**src/rtl/demux1to4_stream.sv**
```systemverilog
// Registered 1-to-4 stream demultiplexer steering one valid/ready input to one of four channels selected by {S1,S0}.
// Latency: a word accepted in cycle t is on Dn with Dn_valid=1 in cycle t+1; one word per cycle per draining channel.
// Backpressure: in_ready drops only when the selected channel is full and its consumer is not ready; other channels drain freely.
module demux1to4_stream #(
  parameter int W  = 2,
  parameter int CW = 8
) (
  input  logic          clk,
  input  logic          rst_n,
  input  logic          in_valid,
  output logic          in_ready,
  input  logic [W-1:0]  in_data,
  input  logic          S0,
  input  logic          S1,
  output logic          D0_valid,
  output logic          D1_valid,
  output logic          D2_valid,
  output logic          D3_valid,
  input  logic          D0_ready,
  input  logic          D1_ready,
  input  logic          D2_ready,
  input  logic          D3_ready,
  output logic [W-1:0]  D0,
  output logic [W-1:0]  D1,
  output logic [W-1:0]  D2,
  output logic [W-1:0]  D3,
  output logic [CW-1:0] cnt0,
  output logic [CW-1:0] cnt1,
  output logic [CW-1:0] cnt2,
  output logic [CW-1:0] cnt3
);

  logic [1:0]    ch;
  logic [3:0]    d_ready;
  logic [3:0]    d_valid;
  logic [W-1:0]  d_data [4];
  logic [CW-1:0] cnt    [4];
  logic          in_fire;
  logic [3:0]    load;
  logic [3:0]    drain;

  assign ch      = {S1, S0};
  assign d_ready = {D3_ready, D2_ready, D1_ready, D0_ready};

  // Accept when the selected holding register is empty or emptying this cycle; never while in reset
  always_comb begin
    in_ready = rst_n & (~d_valid[ch] | d_ready[ch]);
    in_fire  = in_valid & in_ready;
  end

  // Per-channel load (input steered here) and drain (consumer takes the held word) strobes
  always_comb begin
    load  = 4'b0000;
    drain = 4'b0000;
    for (int n = 0; n < 4; n++) begin
      load[n]  = in_fire && (ch == 2'(n));
      drain[n] = d_valid[n] && d_ready[n];
    end
  end

  // Holding registers, valid flags and transfer counters; a load wins over a drain so refill is bubble-free
  always_ff @(posedge clk) begin
    if (!rst_n) begin
      d_valid <= 4'b0000;
      for (int n = 0; n < 4; n++) begin
        d_data[n] <= '0;
        cnt[n]    <= '0;
      end
    end else begin
      for (int n = 0; n < 4; n++) begin
        if (load[n]) begin
          d_data[n]  <= in_data;
          d_valid[n] <= 1'b1;
          cnt[n]     <= cnt[n] + CW'(1);
        end else if (drain[n]) begin
          d_valid[n] <= 1'b0;
        end
      end
    end
  end

  assign D0_valid = d_valid[0];
  assign D1_valid = d_valid[1];
  assign D2_valid = d_valid[2];
  assign D3_valid = d_valid[3];
  assign D0       = d_data[0];
  assign D1       = d_data[1];
  assign D2       = d_data[2];
  assign D3       = d_data[3];
  assign cnt0     = cnt[0];
  assign cnt1     = cnt[1];
  assign cnt2     = cnt[2];
  assign cnt3     = cnt[3];

endmodule

```
**config.mk**
```make
export PLATFORM = sky130hd
export DESIGN_NAME = demux1to4_stream
export DESIGN_NICKNAME = d
export VERILOG_FILES = /design/src/rtl/demux1to4_stream.sv
export SDC_FILE = /design/constraint.sdc
export NUM_CORES = 1
export LEC_CHECK = 0
export CORE_UTILIZATION = 52
export DETAILED_ROUTE_END_ITERATION = 8
export HOLD_SLACK_MARGIN = 0.12
export PLACE_DENSITY = 0.95
export REMOVE_ABC_BUFFERS = 1
export SKIP_CTS_REPAIR_TIMING = 1
export SYNTH_ARGS = -nofsm -noshare
export SYNTH_HDL_FRONTEND = slang
export SYNTH_SLANG_ARGS = --single-unit
```
**constraint.sdc**
```tcl
create_clock -name clk -period 5.4 [get_ports clk]
set_input_delay 1.35 -clock clk [delete_from_list [all_inputs] [get_ports clk]]
set_output_delay 1.35 -clock clk [all_outputs]
set_load 0.05 [all_outputs]
```
======== Yosys cells after proc, flatten, opt, wreduce, memory -nomap -nowiden ========
Memory sizes are Yosys's and may differ from the RTL's.
Cells that the tools add are included.
operators by class
  bitwise operators ....................... 12
  add/subtract/negate cells ............... 4
  mux-type cells .......................... 33
  reductions and logical operators ........ 13
  order comparisons ....................... 1
  equal/unequal tests ..................... 3
operators with widths
  operator             number
  $add 8x1->8 const B  4
  $mux 8               4
  $mux 1               23
  $or 1x1->1           9
  $logic_and 1x1->1    8
  $mux 2               4
  $reduce_bool 2->1    4
  $bmux 1 s2           2
  $eq 2x2->1 const B   2
  $lt 2x3->1 const B   1
  $and 1x1->1          2
  $eq 2x1->1 const B   1
  $logic_not 2->1      1
  $not 1->1            1
storage, ports and cells
  register bits ........................... 4
  memories kept ........................... 2
  input port bits ......................... 11
  logic and storage cells ................. 72
  memory bits (writable) .................. 40
memories
  name    words  bits a word  rd ports  clocked after memory_dff  wr ports  line  text
  cnt     4      8            4         0                         4         37    logic [CW-1:0] cnt [4];
  d_data  4      2            4         0                         4         36    logic [W-1:0] d_data [4];

======== Longest topological paths before layout ========
  depth in word-level cells ............... 11
  depth in mapped cells ................... 5

======== Least setup slack after synthesis ========
No wires, ideal clock.
  path kind ............................... input to output
  from .................................... input port S1
  to ...................................... output port in_ready
  slack ................................... 1.467 ns
  buffers on the path ..................... 0
  required time ........................... 4.050 ns
  arrival ................................. 2.583 ns
  stages on the path ...................... 3
  cell sequence ........................... nor2b_2 > a221o_1 > a21oi_1
between the ends
  word-level cells in the longest chain between the ends .. 5
RTL lines
  item                          line  text
  start: declaration            14    input logic S1,
  $bmux 1 s2                    47    in_ready = rst_n & (~d_valid[ch] | d_ready[ch]);
  $mux 1 (not written as such)  47
  $not 1->1                     47
  $or 1x1->1 *                  47
  $and 1x1->1 *                 47
  end: declaration              11    output logic in_ready,
Mark *: on every way between the ends. The rest lies on a longest branch, timed or not. The select of a mux whose other input is x is not followed.

======== Worst setup path in the final report ========
Same ends and word-level chain as after synthesis.

==> results_dict.tcl <==
set metrics [dict create \
    startpoint_type "primary input" \
    final_cells 293 \
    maxCapViolations 0 \
    grt_pass1_vias 1550 \
    vias 1602 \
    yosys.area.top_type_share_pct 57.6 \
    crit_arrival_ns 3.33 \
    clock-sinks 44 \
    drc_errors 0 \
    r2r_slack_ns 3.49 \
    path_clk_slew_ns 0.07 \
    hpwlAfterDp_um 2890 \
    drt-initial-drc-count 97 \
    gr-total-overflow 0 \
    dp.cells 285 \
    leakage_nw 0.965 \
    switching_share_pct 28.2 \
    fin_nets 259 \
    yosys.area.top_type "edfxtp_1" \
    p_int_uw 540 \
    final.hold.worst_slack_ns 0.537 \
    critical_path_class "in -> out" \
    max_freq_ghz 0.214 \
    die_height_um 65.3 \
    min_period_over_period_pct 86.6 \
    powerDensity_mw_per_mm2 273 \
    total_power_uw 751 \
    hold_class "reg -> reg" \
    core_mm2 0.00374 \
    period_minus_slack_ns 4.68 \
    stdcell_area_mm2 0.00275 \
    initial_core_util_pct 55.7 \
    drive_gt1_share_pct 5.31 \
    worstMarginPinSlew_ns 0.560 \
    p_clk_share_pct 27.5 \
    pwr-share-seq_pct 54.0 \
    viasPerCell 5.47 \
    synth.yosys.seq_area_share_pct 61.4 \
    place_ws_ns 0.728 \
    synth_flop_cell "edfxtp_1" \
    rsz0062_at_grt "no" \
    area_growth_pct 32.0 \
    wl_um 3980 \
    synthTopCellsByArea "edfxtp_1 58%, nor2_1 4.5%, dfxtp_1 3.8%" \
    row_count 22 \
    utilization_pct 73.5 \
    switchingPower_uw 212 \
    critPathRequiredTime_ns 4.05 \
    worstSkewPairLatency_ns 0.29 \
    slew_viol_final 0 \
    dieWidth_um 65.3 \
    grtUsageTotal_pct 21.7 \
    cp_max_fo 6 \
    synth_cell_types 28 \
    routabilityCongestion 0.800 \
    die_area_mm2 0.00427 \
    cts_tree "yes" \
    ys_seq_elements 44 \
    setup_slack_ns 0.721 \
    detail_route.wl_per_cell_um 13.6 \
    syn_area_per_cell_um2 11.2 \
    synth_area_mm2 0.00209 \
    ios 56 \
    slew_headroom_pct 62.7 \
    crit_path_end_kind "output pin" \
    synth_edf_count 40 \
    grt_pass1_wl_um 6900 \
    finClkSkew_ns 0.00351 \
    htreeDepth 2 \
    p_comb_share_pct 18.4 \
    grt_max_degree 13 \
    io_buffers 55 \
    setup_tns_ns 0 \
    numCtsBuffers 5 \
    clockBufferDepth 2 \
    ir_drop_v 0.000230 \
    ant_nets 0 \
    cts_root_buf "clkbuf_8" \
    synth-async-reset-ratio_pct 0 \
    synthCells 187 \
    dr.pass1.iters 4 \
    outcome "completed" \
    hold_violations 0 \
    antenna_found_initial 0 \
    dpl_cell_area_mm2 0.00266 \
    n_antenna_cell 0 \
    yosys_warnings 0 \
    setup_violations 0 \
]
[metal layers]
metal | part of all wire [%] | wire (um) | up-vias | track usage (%)
met1 | 40 | 1610 | 747 | 24.9
met3 | 6.1 | 244 | 9 | 6.08
met2 | 51 | 2030 | 67 | 37.2
met4 | 2.6 | 102 | 0 | 9.78
li1 | - | - | 779 | -
met5 | 0 | 0 | - | 0
[synthesized netlist by cell type (6+ instances only)]
| master | count |
|---|---|
| inv_1 | 11 |
| nand2_1 | 13 |
| xnor2_1 | 6 |
| nand3_1 | 15 |
| a21oi_1 | 12 |
| edfxtp_1 | 40 |
| o21ai_0 | 14 |
| or3_1 | 12 |
| nor2_1 | 25 |
| xor2_1 | 6 |
[critical path: stages]
cell             delay (ns)
clkdlybuf4s50_1        0.51
nor2b_2                0.20
a221o_1                0.34
a21oi_1                0.11
clkdlybuf4s50_1        0.81
[layout by cell type (no fill, tap or decap)]
cell	count
nor2b_2	1
dfxtp_1	4
xnor2_1	6
edfxtp_1	40
a221o_1	1
nor2_2	3
a21oi_2	1
clkdlybuf4s50_1	55
or3b_1	1
nand4_1	4
nand3_1	15
and3_1	1
nand3b_1	1
nor2b_1	2
xor2_1	6
inv_1	11
or4_4	1
o21ai_0	14
nand2_1	13
a21oi_1	12
ha_1	4
mux2i_1	1
clkbuf_8	6
nor2_4	1
nand2b_1	2
clkbuf_1	2
nor2_1	25
or3_1	12
[state kept, by name, indices dropped and copies added (netlist names)]
signal and cells:
d_data 8, d_valid 4, cnt 32
[power groups by stage]
stage / Combinational, mW / Clock [mW] / Sequential, mW
2_1_floorplan: 0.0280 / 0 / 0.472
3_3_place_gp: 0.136 / 0 / 0.413
3_5_place_dp: 0.139 / 0 / 0.414
4_1_cts: 0.139 / 0.208 / 0.406
5_1_grt: 0.146 / 0.230 / 0.409
6_report: 0.139 / 0.207 / 0.406
[cell type report]
type,instances,area (um2)
Clock buffer,8,90.1
Fill cell,280,991
Inverter,11,41.3
Multi-Input combinational cell,127,729
Sequential cell,44,1280
Tap cell,48,60.1
Timing Repair Buffer,55,551
[worst paths after layout]
path	start	endpoint	cells past startpoint
worst max-delay path	S1	in_ready	5
worst min-delay path	d_valid[3]$_SDFFE_PN0P_	d_valid[3]$_SDFFE_PN0P_	2
worst min register to register	d_valid[3]$_SDFFE_PN0P_	d_valid[3]$_SDFFE_PN0P_	2
worst max register to register	d_valid[2]$_SDFFE_PN0P_	d_data[2][0]$_SDFFCE_PN0P_	3
[cell families (layout without fill, tap and decap cells)]
family                     count (synthesis)  after routing  share of synthesized area [%]
xor gates and xnor gates                  12             12                           5.04
buffers and inverters                     16             74                           3.60
DFF                                       44             44                           61.4
and+or+nand+nor                           82             82                           19.9
adders and majority gates                  4              4                           2.40
muxes                                      1              1                          0.480
AOI/OAI and AO/OA                         28             28                           7.14
Note: power is estimated with default switching activity, not from simulation.
==> RTL edit: new RTL, same flow settings <==
Register the output `cnt1`, with the module's reset; this adds one clock of latency there. The other outputs are not delayed to match.
--- a/src/rtl/demux1to4_stream.sv
+++ b/src/rtl/demux1to4_stream.sv
@@ -90,3 +90,9 @@
   assign cnt0     = cnt[0];
-  assign cnt1     = cnt[1];
+  always_ff @(posedge clk) begin
+    if (!rst_n) begin
+      cnt1 <= '0;
+    end else begin
+      cnt1 <= cnt[1];
+    end
+  end
   assign cnt2     = cnt[2];
Behaviour: not the same (Yosys sat finds a counterexample within 4 cycles, from zero or initial values and one cycle with rst_n low).
==> RTL edit against the unedited design <==
  * Routed wire length increased by 13%
  * Critical endpoint unchanged
  * Register-to-register slack improved by 0.25 ns
  * Setup slack improved by 0.048 ns
  * Design area increased by 9.4%
  * Area after synthesis increased by 13%
  * Total power increased by 9.2%
  * Sequential cell count increased by 8
  * Via count increased by 6.4%
==> RTL edit: results (changes against the unedited design) <==
metric,value,unit,change
Leak Pwr,1.07,nW,was 0.965 nW
most frequent cells after synthesis,"edfxtp_1 (40), nor2_1 (21), nand3_1 (16)",,"was edfxtp_1 (40), nor2_1 (25), nand3_1 (15)"
Clock Tree Buf Depth,2,,unchanged
total track usage,19.7,%,was 21.7%
worst skew pair latency,0.30,ns,
maximum vdd drop,0.141,mV,was 0.230 mV
reg2reg start,d_valid[2],,unchanged
Nets,279,,was 259
Rel. slew slack,65.1,%,was 62.7%
Vias/cell,5.38,,was 5.47
Routed WL,4510,um,was 3980 um
Worst-path clk slew,0.09,ns,was 0.07 ns
GR Util met3,4.94,%,was 6.08%
reg2reg path depth,3,,unchanged
Worst path top cell family by delay,buffers and inverters,,unchanged
Routability Congestion,0.806,,was 0.800
synth top area cells,"edfxtp_1 (51%), dfxtp_1 (10%), nand3_1 (3.4%), nor2_1 (3.3%), or3_1 (3.2%)",,"was edfxtp_1 (58%), nor2_1 (4.5%), dfxtp_1 (3.8%), nand3_1 (3.6%), or3_1 (3.6%)"
CTS buffer count,5,,unchanged
root buffer cell,clkbuf_8,,unchanged
first-pass GRT wire length,7330,um,was 6900 um
DPL Wire Length,3350,um,was 2890 um
hold depth,1,,was 2
port bufs,55,,unchanged
"EDFF count, synth",40,,unchanged
worst endpoint data arrival time,3.28,ns,was 3.33 ns
"Remaining Overflow, GRT",0,,unchanged
Worst Min Path Start,cnt[1][7],,was d_valid[3]
H-tree lvl count,2,,unchanged
outcome,completed,,unchanged
share of post-route cells with drive strength above 1,7.92,%,was 5.31%
Hold WC Path Type,flop to flop,,unchanged
worst-path fanout max,5,,was 6
registers with the most flip-flops,"cnt: 32 flops, cnt1: 8 flops, d_data: 8 flops",,"was cnt: 32 flops, d_data: 8 flops, d_valid: 4 flops"
ys flop type,edfxtp_1,,unchanged
crit path launch,S0,,was S1
largest net degree at the start of global routing,18,,was 13
met1 Use GR,23.2,%,was 24.9%
sequential fraction of the synthesis area,61.0,%,was 61.4%
Setup Skew,0.00821,ns,was 0.00351 ns
M2 GR Usage,33.9,%,was 37.2%
YS warnings,0,,unchanged
drt pass-1 iters,4,,unchanged
initial antenna violation count,0,,unchanged
initial DRC count,139,,was 97
vias in the first global route,1601,,was 1550
"Distinct cells, synth",28,,unchanged
## RTL edit: cell count changes after synthesis, moves of 3 or more
cell     delta
buf_2       -3
buf_6       +3
nor2_1      -4
dfxtp_1     +8
or3_4       +3
and2_1      +8
nor2_2      +4
## RTL edit: area by class of cell
cell class	count	area, sq um
clock buffers	7	76.3
clock inverters	1	5.00
fillers	341	1340
inverters	12	45.0
multi-input cells	137	820
flip-flops and latches	52	1440
well taps	52	65.1
repair buffers	56	558
## RTL edit: path summary, 6_finish.rpt
check                      end  slack (ns)
setup / recovery      in_ready        0.77
hold / removal         cnt1[7]        0.53
setup reg to reg  d_data[2][1]        3.74
hold reg to reg        cnt1[7]        0.53
## RTL edit: report_power, final
part / switching (mW) / internal, mW / leakage [nW]
logic: 0.0938 / 0.0470 / 0.518
clock network: 0.120 / 0.0913 / 0.0422
registers: 0.0174 / 0.451 / 0.509
## RTL edit: worst register-to-register path, cell delays in order, from the launching register on
cell     delay [ns]
dfxtp_1        0.32
nor2b_1        0.16
or3_4          0.46
nand2_1        0.38
## RTL edit: kinds of logic (layout without fill, tap and decap cells)
kind of cell	count (synthesis)	in the layout	synth area share, %
xor+xnor	12	12	4.45
flops	52	52	61.0
buf+inv	18	76	4.29
compound gates	28	28	6.46
simple gates	93	93	21.7
fa+ha+maj	4	4	2.12
## RTL edit: metal layers
layer / vias to the layer above / part of all wire (%) / wire length, um
met2: 58 / 53 / 2390
met1: 798 / 41 / 1870
met4: 0 / 1.2 / 53
met3: 6 / 4.4 / 199
li1: 843 / - / -
met5: - / 0 / 0
## RTL edit: stage by stage
step,instances,area [sq um],worst slack (ns)
3_3_place_gp,309,2930,0.836
3_5_place_dp,309,2930,0.792
6_report,317,3010,0.769
2_1_floorplan,201,2310,1.55
5_1_grt,317,3010,0.678
4_1_cts,317,3010,0.777
